$ cat config.mk
export PLATFORM = sky130hd
export DESIGN_NAME = eth_link_pulse_gen
export DESIGN_NICKNAME = d
export VERILOG_FILES = /design/src/rtl/eth_lp_pkg.sv /design/src/rtl/eth_lp_interval_timer.sv /design/src/rtl/eth_link_pulse_gen.sv
export SDC_FILE = /design/constraint.sdc
export NUM_CORES = 1
export LEC_CHECK = 0
export CORE_MARGIN = 1
export CORE_UTILIZATION = 30
export DETAILED_ROUTE_END_ITERATION = 7
export MAX_ROUTING_LAYER = met4
export PLACE_DENSITY = 0.47
export SETUP_SLACK_MARGIN = 0.5
export SLEW_MARGIN = 20
export SYNTH_ARGS = -nofsm -noshare
export SYNTH_HDL_FRONTEND = slang
export SYNTH_SLANG_ARGS = --single-unit
$ cat constraint.sdc
create_clock -name clk20 -period 2.75 [get_ports clk20]
set_input_delay 0.4125 -clock clk20 [delete_from_list [all_inputs] [get_ports clk20]]
set_output_delay 0.4125 -clock clk20 [all_outputs]
set_load 0.03 [all_outputs]
$ cat src/rtl/eth_lp_pkg.sv
// Shared FSM state type, slot counts and pulse-bit mapping for the link-pulse generator.
package eth_lp_pkg;

  typedef enum logic [1:0] {WAIT, SLOT, GAP} LpState;

  localparam int FLP_SLOTS = 33;
  localparam int NLP_SLOTS = 1;

  // Even FLP slots (and the single NLP slot) are clock pulses; odd slot k carries code[(k-1)/2].
  function automatic logic pulseBit(input logic [5:0] slotIdx, input logic [15:0] code,
                                    input logic flp);
    if (!flp || !slotIdx[0]) return 1'b1;
    return code[4'(slotIdx >> 1)];
  endfunction

endpackage

$ cat src/rtl/eth_lp_interval_timer.sv
// Free-running wrap counter with synchronous clear; o_tc marks the last count of each period.
module eth_lp_interval_timer #(
  parameter int PERIOD = 320000
) (
  input  logic clk20,
  input  logic reset_n,
  input  logic i_clear,
  output logic o_tc
);

  localparam int W = $clog2(PERIOD);

  logic [W-1:0] r_count;
  logic         w_last;

  assign w_last = (r_count == W'(PERIOD - 1));
  assign o_tc   = w_last;

  always_ff @(posedge clk20 or negedge reset_n) begin
    if (!reset_n) begin
      r_count <= '0;
    end else if (i_clear || w_last) begin
      r_count <= '0;
    end else begin
      r_count <= r_count + 1'b1;
    end
  end

endmodule

$ cat src/rtl/eth_link_pulse_gen.sv
// 10BASE-T NLP/FLP link-pulse generator with registered TD outputs.
// Optional negative tail after each pulse is built when ETH_LP_TAIL_EN is defined.
module eth_link_pulse_gen
  import eth_lp_pkg::*;
#(
  parameter int NLP_PERIOD  = 320000,
  parameter int SLOT_PERIOD = 1250,
  parameter int PULSE_WIDTH = 2,
  parameter int TAIL_WIDTH  = 1
) (
  input  logic        clk20,
  input  logic        reset_n,
  input  logic        enable,
  input  logic        tx_active,
  input  logic        mode_flp,
  input  logic [15:0] link_code_word,
  output logic        Ethernet_TDp,
  output logic        Ethernet_TDm,
  output logic        pulse_strobe,
  output logic        burst_done
);

  localparam int CW         = $clog2(SLOT_PERIOD);
  localparam int GAP_CYCLES = SLOT_PERIOD - PULSE_WIDTH;

  LpState        r_state, w_nextState;
  logic [CW-1:0] r_cnt, w_nextCnt;
  logic [5:0]    r_slotIdx, w_nextIdx, w_lastIdx;
  logic          r_flp;
  logic [15:0]   r_code;
  logic          r_tdp, r_strobe, r_done;
  logic          w_tdpNext, w_strobeNext, w_doneNext;
  logic          w_hold, w_tc, w_burstStart, w_curBit, w_nextBit;

  assign w_hold       = !enable || tx_active;
  assign w_burstStart = (r_state == WAIT) && w_tc && !w_hold;
  assign w_lastIdx    = r_flp ? 6'(FLP_SLOTS - 1) : 6'(NLP_SLOTS - 1);
  assign w_curBit     = pulseBit(r_slotIdx, r_code, r_flp);
  assign w_nextBit    = pulseBit(r_slotIdx + 6'd1, r_code, r_flp);

  eth_lp_interval_timer #(.PERIOD(NLP_PERIOD)) u_timer (
    .clk20   (clk20),
    .reset_n (reset_n),
    .i_clear (w_hold),
    .o_tc    (w_tc)
  );

`ifdef ETH_LP_TAIL_EN
  logic r_tdm, w_tdmNext;
  assign Ethernet_TDm = r_tdm;
`else
  assign Ethernet_TDm = 1'b0;
  if (TAIL_WIDTH < 0) begin : g_tailUnused
  end
`endif

  // Outputs are computed for the next cycle and registered alongside the state.
  always_comb begin
    w_nextState  = r_state;
    w_nextCnt    = r_cnt;
    w_nextIdx    = r_slotIdx;
    w_tdpNext    = 1'b0;
    w_strobeNext = 1'b0;
    w_doneNext   = 1'b0;
`ifdef ETH_LP_TAIL_EN
    w_tdmNext    = 1'b0;
`endif
    if (w_hold) begin
      w_nextState = WAIT;
      w_nextCnt   = '0;
      w_nextIdx   = '0;
    end else begin
      case (r_state)
        WAIT: begin
          if (w_burstStart) begin
            w_nextState  = SLOT;
            w_nextCnt    = '0;
            w_nextIdx    = '0;
            w_tdpNext    = 1'b1;
            w_strobeNext = 1'b1;
          end
        end
        SLOT: begin
          if (r_cnt == CW'(PULSE_WIDTH - 1)) begin
            w_nextState = GAP;
            w_nextCnt   = '0;
`ifdef ETH_LP_TAIL_EN
            w_tdmNext   = w_curBit && (TAIL_WIDTH > 0);
`endif
          end else begin
            w_nextCnt = r_cnt + 1'b1;
            w_tdpNext = w_curBit;
          end
        end
        GAP: begin
          if (r_cnt == CW'(GAP_CYCLES - 1)) begin
            w_nextCnt = '0;
            if (r_slotIdx == w_lastIdx) begin
              w_nextState = WAIT;
              w_nextIdx   = '0;
              w_doneNext  = 1'b1;
            end else begin
              w_nextState  = SLOT;
              w_nextIdx    = r_slotIdx + 6'd1;
              w_tdpNext    = w_nextBit;
              w_strobeNext = w_nextBit;
            end
          end else begin
            w_nextCnt = r_cnt + 1'b1;
`ifdef ETH_LP_TAIL_EN
            w_tdmNext = w_curBit && ((int'(r_cnt) + 1) < TAIL_WIDTH);
`endif
          end
        end
        default: w_nextState = WAIT;
      endcase
    end
  end

  always_ff @(posedge clk20 or negedge reset_n) begin
    if (!reset_n) begin
      r_state   <= WAIT;
      r_cnt     <= '0;
      r_slotIdx <= '0;
    end else begin
      r_state   <= w_nextState;
      r_cnt     <= w_nextCnt;
      r_slotIdx <= w_nextIdx;
    end
  end

  // Mode and code word are frozen for the whole burst.
  always_ff @(posedge clk20 or negedge reset_n) begin
    if (!reset_n) begin
      r_flp  <= 1'b0;
      r_code <= '0;
    end else if (w_burstStart) begin
      r_flp  <= mode_flp;
      r_code <= link_code_word;
    end
  end

  always_ff @(posedge clk20 or negedge reset_n) begin
    if (!reset_n) begin
      r_tdp    <= 1'b0;
      r_strobe <= 1'b0;
      r_done   <= 1'b0;
`ifdef ETH_LP_TAIL_EN
      r_tdm    <= 1'b0;
`endif
    end else begin
      r_tdp    <= w_tdpNext;
      r_strobe <= w_strobeNext;
      r_done   <= w_doneNext;
`ifdef ETH_LP_TAIL_EN
      r_tdm    <= w_tdmNext;
`endif
    end
  end

  assign Ethernet_TDp = r_tdp;
  assign pulse_strobe = r_strobe;
  assign burst_done   = r_done;

endmodule

==> run metrics, run 1 <==
result of the run=finished, final reports clean; Synth Net Count=353; Mapped Avg Cell Area=roughly 10 um^2; Worst R2R Start=r_cnt[0]$_DFFE_PN0P_; global-route wire length before repair=12600 um; Worst Path Required=between 2 and 3 ns; Max clock buf depth=2; Worst slew margin=58.9%; register-to-register setup slack=0.65 ns; CP max stage cell=dfrtp_1; Worst Skew=approximately 0.013 ns; Final Non-Filler Cells=approximately 490; CTS root buffer=clkbuf_8; hold_buf cts=0; IO Pins=25; GPL Wtd Cong=0.864; fin. max-slew vios=0; final number of hold-violating endpoints=0; final setup fails=0; wire per inst=approximately 15 um; pre-CTS setup slack=between 0.3 and 0.4 ns; number of synthesized flops with an enable pin=0; Leak=around 1.6 nW; CTS clk-pin slew, worst paths=roughly 0.08 ns; Synth Flop Type=dfrtp_1; Worst Setup EP=r_cnt[7]$_DFFE_PN0P_; CTS H-tree lvls=3; remaining antenna violation count=0; Setup TNS Final=0 ns; Initial DRC Count=between 150 and 200; CTS Sinks=58; DP HPWL=between 5000 and 6000 um; die area=11500 um^2; drt drc=0; Core ar.=10800 um^2; Seq/Total Area, Yosys=43.8%; detailed-route via count=between 2000 and 2500; CTS tree=built; power density over the cells=approximately 430 nW/um^2; Routed WL=slightly above 7000 um; Post-Place Cells=477; synth unique cells=54; nets=380; Via density=between 4 and 5; startpoint types=flip-flop; Async SR Flop Fraction=100%; peak fanout along the critical path=10; GR Util All Layers=about 14%; hold crit path type=in -> async; fmax=approximately 480 MHz; Tcrit/Tclk final=76.3%; initial antenna violation count=0; Pre-antenna DRT Iters=4; # fillers=roughly 1100; post-synthesis cell count=322; largest net degree at the start of global routing=36; Crit. End Element=flip-flop; Worst Reg-to-Reg Cells=7; Worst R2R End=r_cnt[7]$_DFFE_PN0P_; n_diodes=0; Design Area, Final=3920 um^2; WS Path Type=reg -> reg; vias in the first global route=roughly 2500; synthesized area=3310 um^2; Port Buffers=23; worst setup margin=roughly 0.65 ns; ordered list of cells on the worst path=ha_1 > and4_1 > a31oi_4 > o21bai_4 > nand3b_4 > nand2b_1 > o31ai_1; number of synthesis warnings=0; Final Critical Period=2.10 ns; Peak VDD IR=157 uV; number of max-cap violations=0; CTS Buf Count=9; Layout area overhead=18.4%; # rows=38; Critical Path Max Stage Delay=about 0.43 ns; worst slew pin tran=~0.62 ns; worst setup path start=r_cnt[0]$_DFFE_PN0P_; die extent in y=between 100 and 150 um; share of layout cells above drive strength 1=a little under a fifth; clock latency on the worst-skew pair=0.33 ns; Starting Density=a little under a third; flop and latch count out of synthesis=58; Congestion Overflow GR=0; Area after DPL=about 3700 um^2; RSZ-0062 raised after global routing=true; Worst Path Arrival=between 2 and 2.5 ns; Die X-Extent=107 um
-- layer usage --
layer	track usage [%]	part of all wire (%)
met4	5.48	1.5
met3	3.22	3.0
met2	20.9	45
met5	-	0
met1	19.5	50
-- repair_timing --
| action | in CTS | in global routing |
|---|---|---|
| resized for setup | 1 | 9 |
| buffers inserted | 0 | 1 |
| setup endpoints to repair | 2 | 19 |
-- kinds of logic after synthesis --
| kind of cell | share of synthesized area (%) |
|---|---|
| xor gates and xnor gates | 5.51 |
| DFF | 43.8 |
| other | 0.113 |
| muxes | 12.3 |
| and+or+nand+nor | 20.5 |
| buffers and inverters | 3.06 |
| adders and majority gates | 3.78 |
| AOI/OAI and AO/OA | 10.8 |
-- synth_stat cells, drive strengths merged (5+ instances only) --
cell	number	area, um^2
o31ai	10	75.1
xor2	14	130
nand2b	7	43.8
mux2i	6	60.1
ha	10	125
nand2	27	104
o21ai	21	105
buf	8	52.6
nand4	5	31.3
nor2b	5	31.3
mux4	5	113
clkbuf	5	18.8
inv	8	30.0
and3	5	31.3
nor2	33	124
nand3	20	100
dfrtp	58	1450
mux2	18	236
nor3	7	51.3
a21oi	9	48.8
xnor2	6	52.6
-- cell type report --
cell class | count | area, um^2 | share of cell area, %
Inverter | 8 | 30.0 | 0.765
Clock inverter | 6 | 41.3 | 1.05
Clock buffer | 10 | 138 | 3.51
Tap cell | 140 | 175 | 4.46
Timing Repair Buffer | 29 | 287 | 7.30
Multi-Input combinational cell | 243 | 1800 | 45.8
Sequential cell | 58 | 1460 | 37.1
-- placed cells by master (no fill, tap or decap), types with 9 or more instances in the layout --
cell type / instances
clkbuf_8: 10
clkdlybuf4s50_1: 22
nor2_1: 33
xor2_1: 13
nand2_1: 26
dfrtp_1: 55
o21ai_0: 20
mux2_4: 9
mux2_2: 9
nand3_1: 20
o31ai_1: 10
-- state kept, by name, summed over array words and instances (netlist names) --
register / flops
u_timer.r_count: 19
r_flp: 1
r_cnt: 11
r_state: 2
pulse_strobe: 1
burst_done: 1
r_code: 16
Ethernet_TDp: 1
r_slotIdx: 6
-- report_power, final --
part / internal, W / leakage, nW / switching, W
logic: 0.0000478 / 0.691 / 0.0000426
clock network: 0.000351 / 0.0847 / 0.000368
registers: 0.000863 / 0.796 / 0.0000104
-- how the worst min path moves through the flow --
| stage | slack, ns | to | cells after the start | start |
|---|---|---|---|---|
| finish | 0.08 | u_timer.r_count[3]$_DFF_PN0_ | 1 | reset_n |
| global route | 0.11 | u_timer.r_count[3]$_DFF_PN0_ | 1 | reset_n |
| CTS | 0.09 | u_timer.r_count[3]$_DFF_PN0_ | 1 | reset_n |
| detailed placement | 0.47 | u_timer.r_count[3]$_DFF_PN0_ | 1 | reset_n |
| global placement | 0.46 | u_timer.r_count[3]$_DFF_PN0_ | 1 | reset_n |
| floorplan | 0.12 | Ethernet_TDp$_DFF_PN0_ | 0 | reset_n |
-- critical path: cells and delay by family (launching register included) --
kind            cells  cell delay, ns
compound gates      3            0.57
fa+ha+maj           1            0.27
simple gates        3            0.73
flops               1            0.43
-- per-stage QoR --
step | hold slack [ns] | util [%] | power (W)
finish | 0.0823 | 36.4 | 0.00168
global route | 0.112 | 36.4 | 0.00177
CTS | 0.0942 | 35.9 | 0.00172
detailed placement | 0.473 | 34.2 | 0.000984
global placement | 0.458 | 34.2 | 0.000984
floorplan | 0.117 | - | 0.000921
(Power assumes the default switching activity.)
==> inputs of run 2 (changes only) <==
- clock period: 2.75 -> 2.15 ns (I/O delays scaled with it)
==> run metrics, run 2 (synthesis gave the netlist of run 1 again) <==
n_diodes=0 (unchanged); Crit. End Element=flip-flop; largest net degree at the start of global routing=24 (-33%); GRT met1 Usage=20.8% (+1.2 points); Setup TNS Final=0 ns (unchanged); power density over the cells=480 nW/um^2 (+12%); IO Pins=25 (unchanged); Sw Share=24.3% (-0.74 points); RSZ-0062 raised after global routing=true; DP HPWL=5310 um (+5.1%); hold crit path type=in -> async; detailed-route via count=2740 (+12%); Via density=4.93 (-0.51%); Initial DRC Count=100 (-41%); Leak=2.01 nW (+28%); met3 Use GR=3.71% (+0.49 points); remaining antenna violation count=0 (unchanged); CTS H-tree lvls=3 (unchanged); CTS tree=built; drt drc=0 (unchanged); max FFs per register=19 (unchanged); Cell Int Power=0.00174 W (+38%); clock latency on the worst-skew pair=0.35 ns (+0.02 ns); number of max-cap violations=0 (unchanged); nets=442 (+16%); Worst Reg-to-Reg Cells=7 (unchanged); global-route wire length before repair=13600 um (+8.7%); Area after DPL=3860 um^2 (+4.6%); Starting Density=30.7% (unchanged); Worst Path Arrival=2.18 ns (-0.16 ns); startpoint types=flip-flop; share of layout cells above drive strength 1=42.3% (+24 points); die extent in y=107 um (unchanged); Comb power frac=6.1% (+0.7 points); GR peak layer=met2; share of total power in sequential cells=48.5% (-3.4 points); initial antenna violation count=0 (unchanged); Max clock buf depth=2 (unchanged); Reg with most FFs=u_timer.r_count; Pre-antenna DRT Iters=4 (unchanged); Design Area, Final=4790 um^2 (+22%); Peak VDD IR=238 uV (+52%); Congestion Overflow GR=0 (unchanged); Post-Place Cells=490 (+2.7%); peak fanout along the critical path=9 (-1); die area=11500 um^2 (unchanged); # rows=38 (unchanged); wire per inst=15.3 um (+5.2%); commonest non-fill, non-tap cells in the layout=54 x dfrtp_1, 50 x buf_4, 31 x nor2_1; Worst R2R End=r_code[7]$_DFFE_PN0P_; met2 usage=25.2% (+4.3 points); Worst R2R Start=u_timer.r_count[11]$_DFF_PN0_; result of the run=finished, final reports clean; Port Buffers=23 (unchanged); CTS Buf Count=9 (unchanged); register-to-register setup slack=0.19 ns (-0.46 ns); worst slew pin tran=0.508 ns (-0.107 ns); WS Path Type=reg -> reg; Core ar.=10800 um^2 (unchanged); fin. max-slew vios=0 (unchanged); final setup fails=0 (unchanged); commonest non-fill, non-tap cell in the layout=dfrtp_1; CTS root buffer=clkbuf_8; vias in the first global route=2695 (+10%); Layout area overhead=44.7%; Worst Skew=0.0152 ns (+0.00203 ns); GPL Wtd Cong=0.746 (-14%); final number of hold-violating endpoints=0 (unchanged); Final Non-Filler Cells=556 (+13%); Routed WL=8490 um (+18%); Clk pwr share=45.3% (+2.6 points); Worst Path Required=2.37 ns (-0.62 ns); Final Critical Period=1.96 ns (-0.141 ns); net switching power=0.000558 W (+33%); Tcrit/Tclk final=91.0% (+15 points); Die X-Extent=107 um (unchanged); GR Util All Layers=16.0% (+1.6 points); largest registers=u_timer.r_count (19), r_code (16), r_cnt (11); CTS Sinks=58 (unchanged); fmax=511 MHz (+7.2%); CTS clk-pin slew, worst paths=0.08 ns (about the same); total power=0.00230 W (+37%); Worst slew margin=66.2% (+7.3 points)
[run 2: cell types whose count changed in the layout (fill, tap and decap cells not counted), sizes merged]
cell,before,now
dlygate4sd3,0,1
buf,7,68
clkdlybuf4s50,22,19
bufinv,0,1
dlygate4sd2,0,3
inv,9,8
[run 2: power by group through the flow]
stage          Sequential (W)  Combinational, W  Clock (W)
2_1_floorplan         0.00113         0.0000470          0
3_3_place_gp          0.00114          0.000121          0
3_5_place_dp          0.00114          0.000122          0
4_1_cts               0.00112          0.000138    0.00108
5_1_grt               0.00112          0.000155    0.00114
6_report              0.00112          0.000141    0.00104
[run 2: how the worst max path moves through the flow]
stage                                        from                        to  slack [ns]
floorplan           u_timer.r_count[11]$_DFF_PN0_    r_code[10]$_DFFE_PN0P_        0.19
global placement         r_slotIdx[0]$_DFFE_PN0P_    pulse_strobe$_DFF_PN0_        0.15
detailed placement                         enable      r_cnt[7]$_DFFE_PN0P_        0.12
CTS                 u_timer.r_count[12]$_DFF_PN0_     r_code[7]$_DFFE_PN0P_        0.21
global route        u_timer.r_count[12]$_DFF_PN0_  r_slotIdx[4]$_DFFE_PN0P_         0.1
finish              u_timer.r_count[11]$_DFF_PN0_     r_code[7]$_DFFE_PN0P_        0.19
[run 2: cell type report]
cell class / count / area, um^2
timing repair buffer: 91 / 843
clock buffer: 10 / 138
inverter: 8 / 32.5
tap: 140 / 175
clock inverter: 6 / 66.3
sequential: 58 / 1460
fill: 1014 / 6000
multi-input combinational: 243 / 2080
[run 2: per-stage QoR]
stage	setup WS [ns]	hold WS (ns)	utilization [%]
3_5_place_dp	0.119	0.315	35.8
5_1_grt	0.0978	0.517	44.4
4_1_cts	0.212	0.478	41.5
2_1_floorplan	0.192	0.0269	-
3_3_place_gp	0.146	0.314	35.8
6_report	0.193	0.472	44.4
[run 2: routing by layer]
metal / part of all wire (%) / wire [um] / vias up
li1: - / - / 1330
met1: 48 / 4050 / 1356
met2: 49 / 4120 / 49
met3: 2.8 / 237 / 5
met4: 0.94 / 80 / 0
met5: 0 / 0 / -
[run 2: critical path: stages (launching register included)]
cell,delay (ns)
dfrtp_1,0.42
nor4_4,0.29
and4b_1,0.27
nand2_2,0.10
nor3_4,0.16
buf_6,0.13
buf_12,0.12
mux2_2,0.33
[run 2: timing repair]
item / CTS / global route
buffers inserted: 28 / 17
hold buffers: 1 / 0
endpoints found under the hold margin: 18 / 0
gates resized for setup: 42 / 49
endpoints found under the setup margin: 49 / 54
pin swaps: 18 / 17
gates cloned: 4 / 0
==> inputs of run 3 (changes only) <==
- CTS_BUF_LIST: unset -> sky130_fd_sc_hd__clkbuf_8
==> results of run 3 <==
Same layout as run 2: the final DEF is identical, and so are final timing and power.
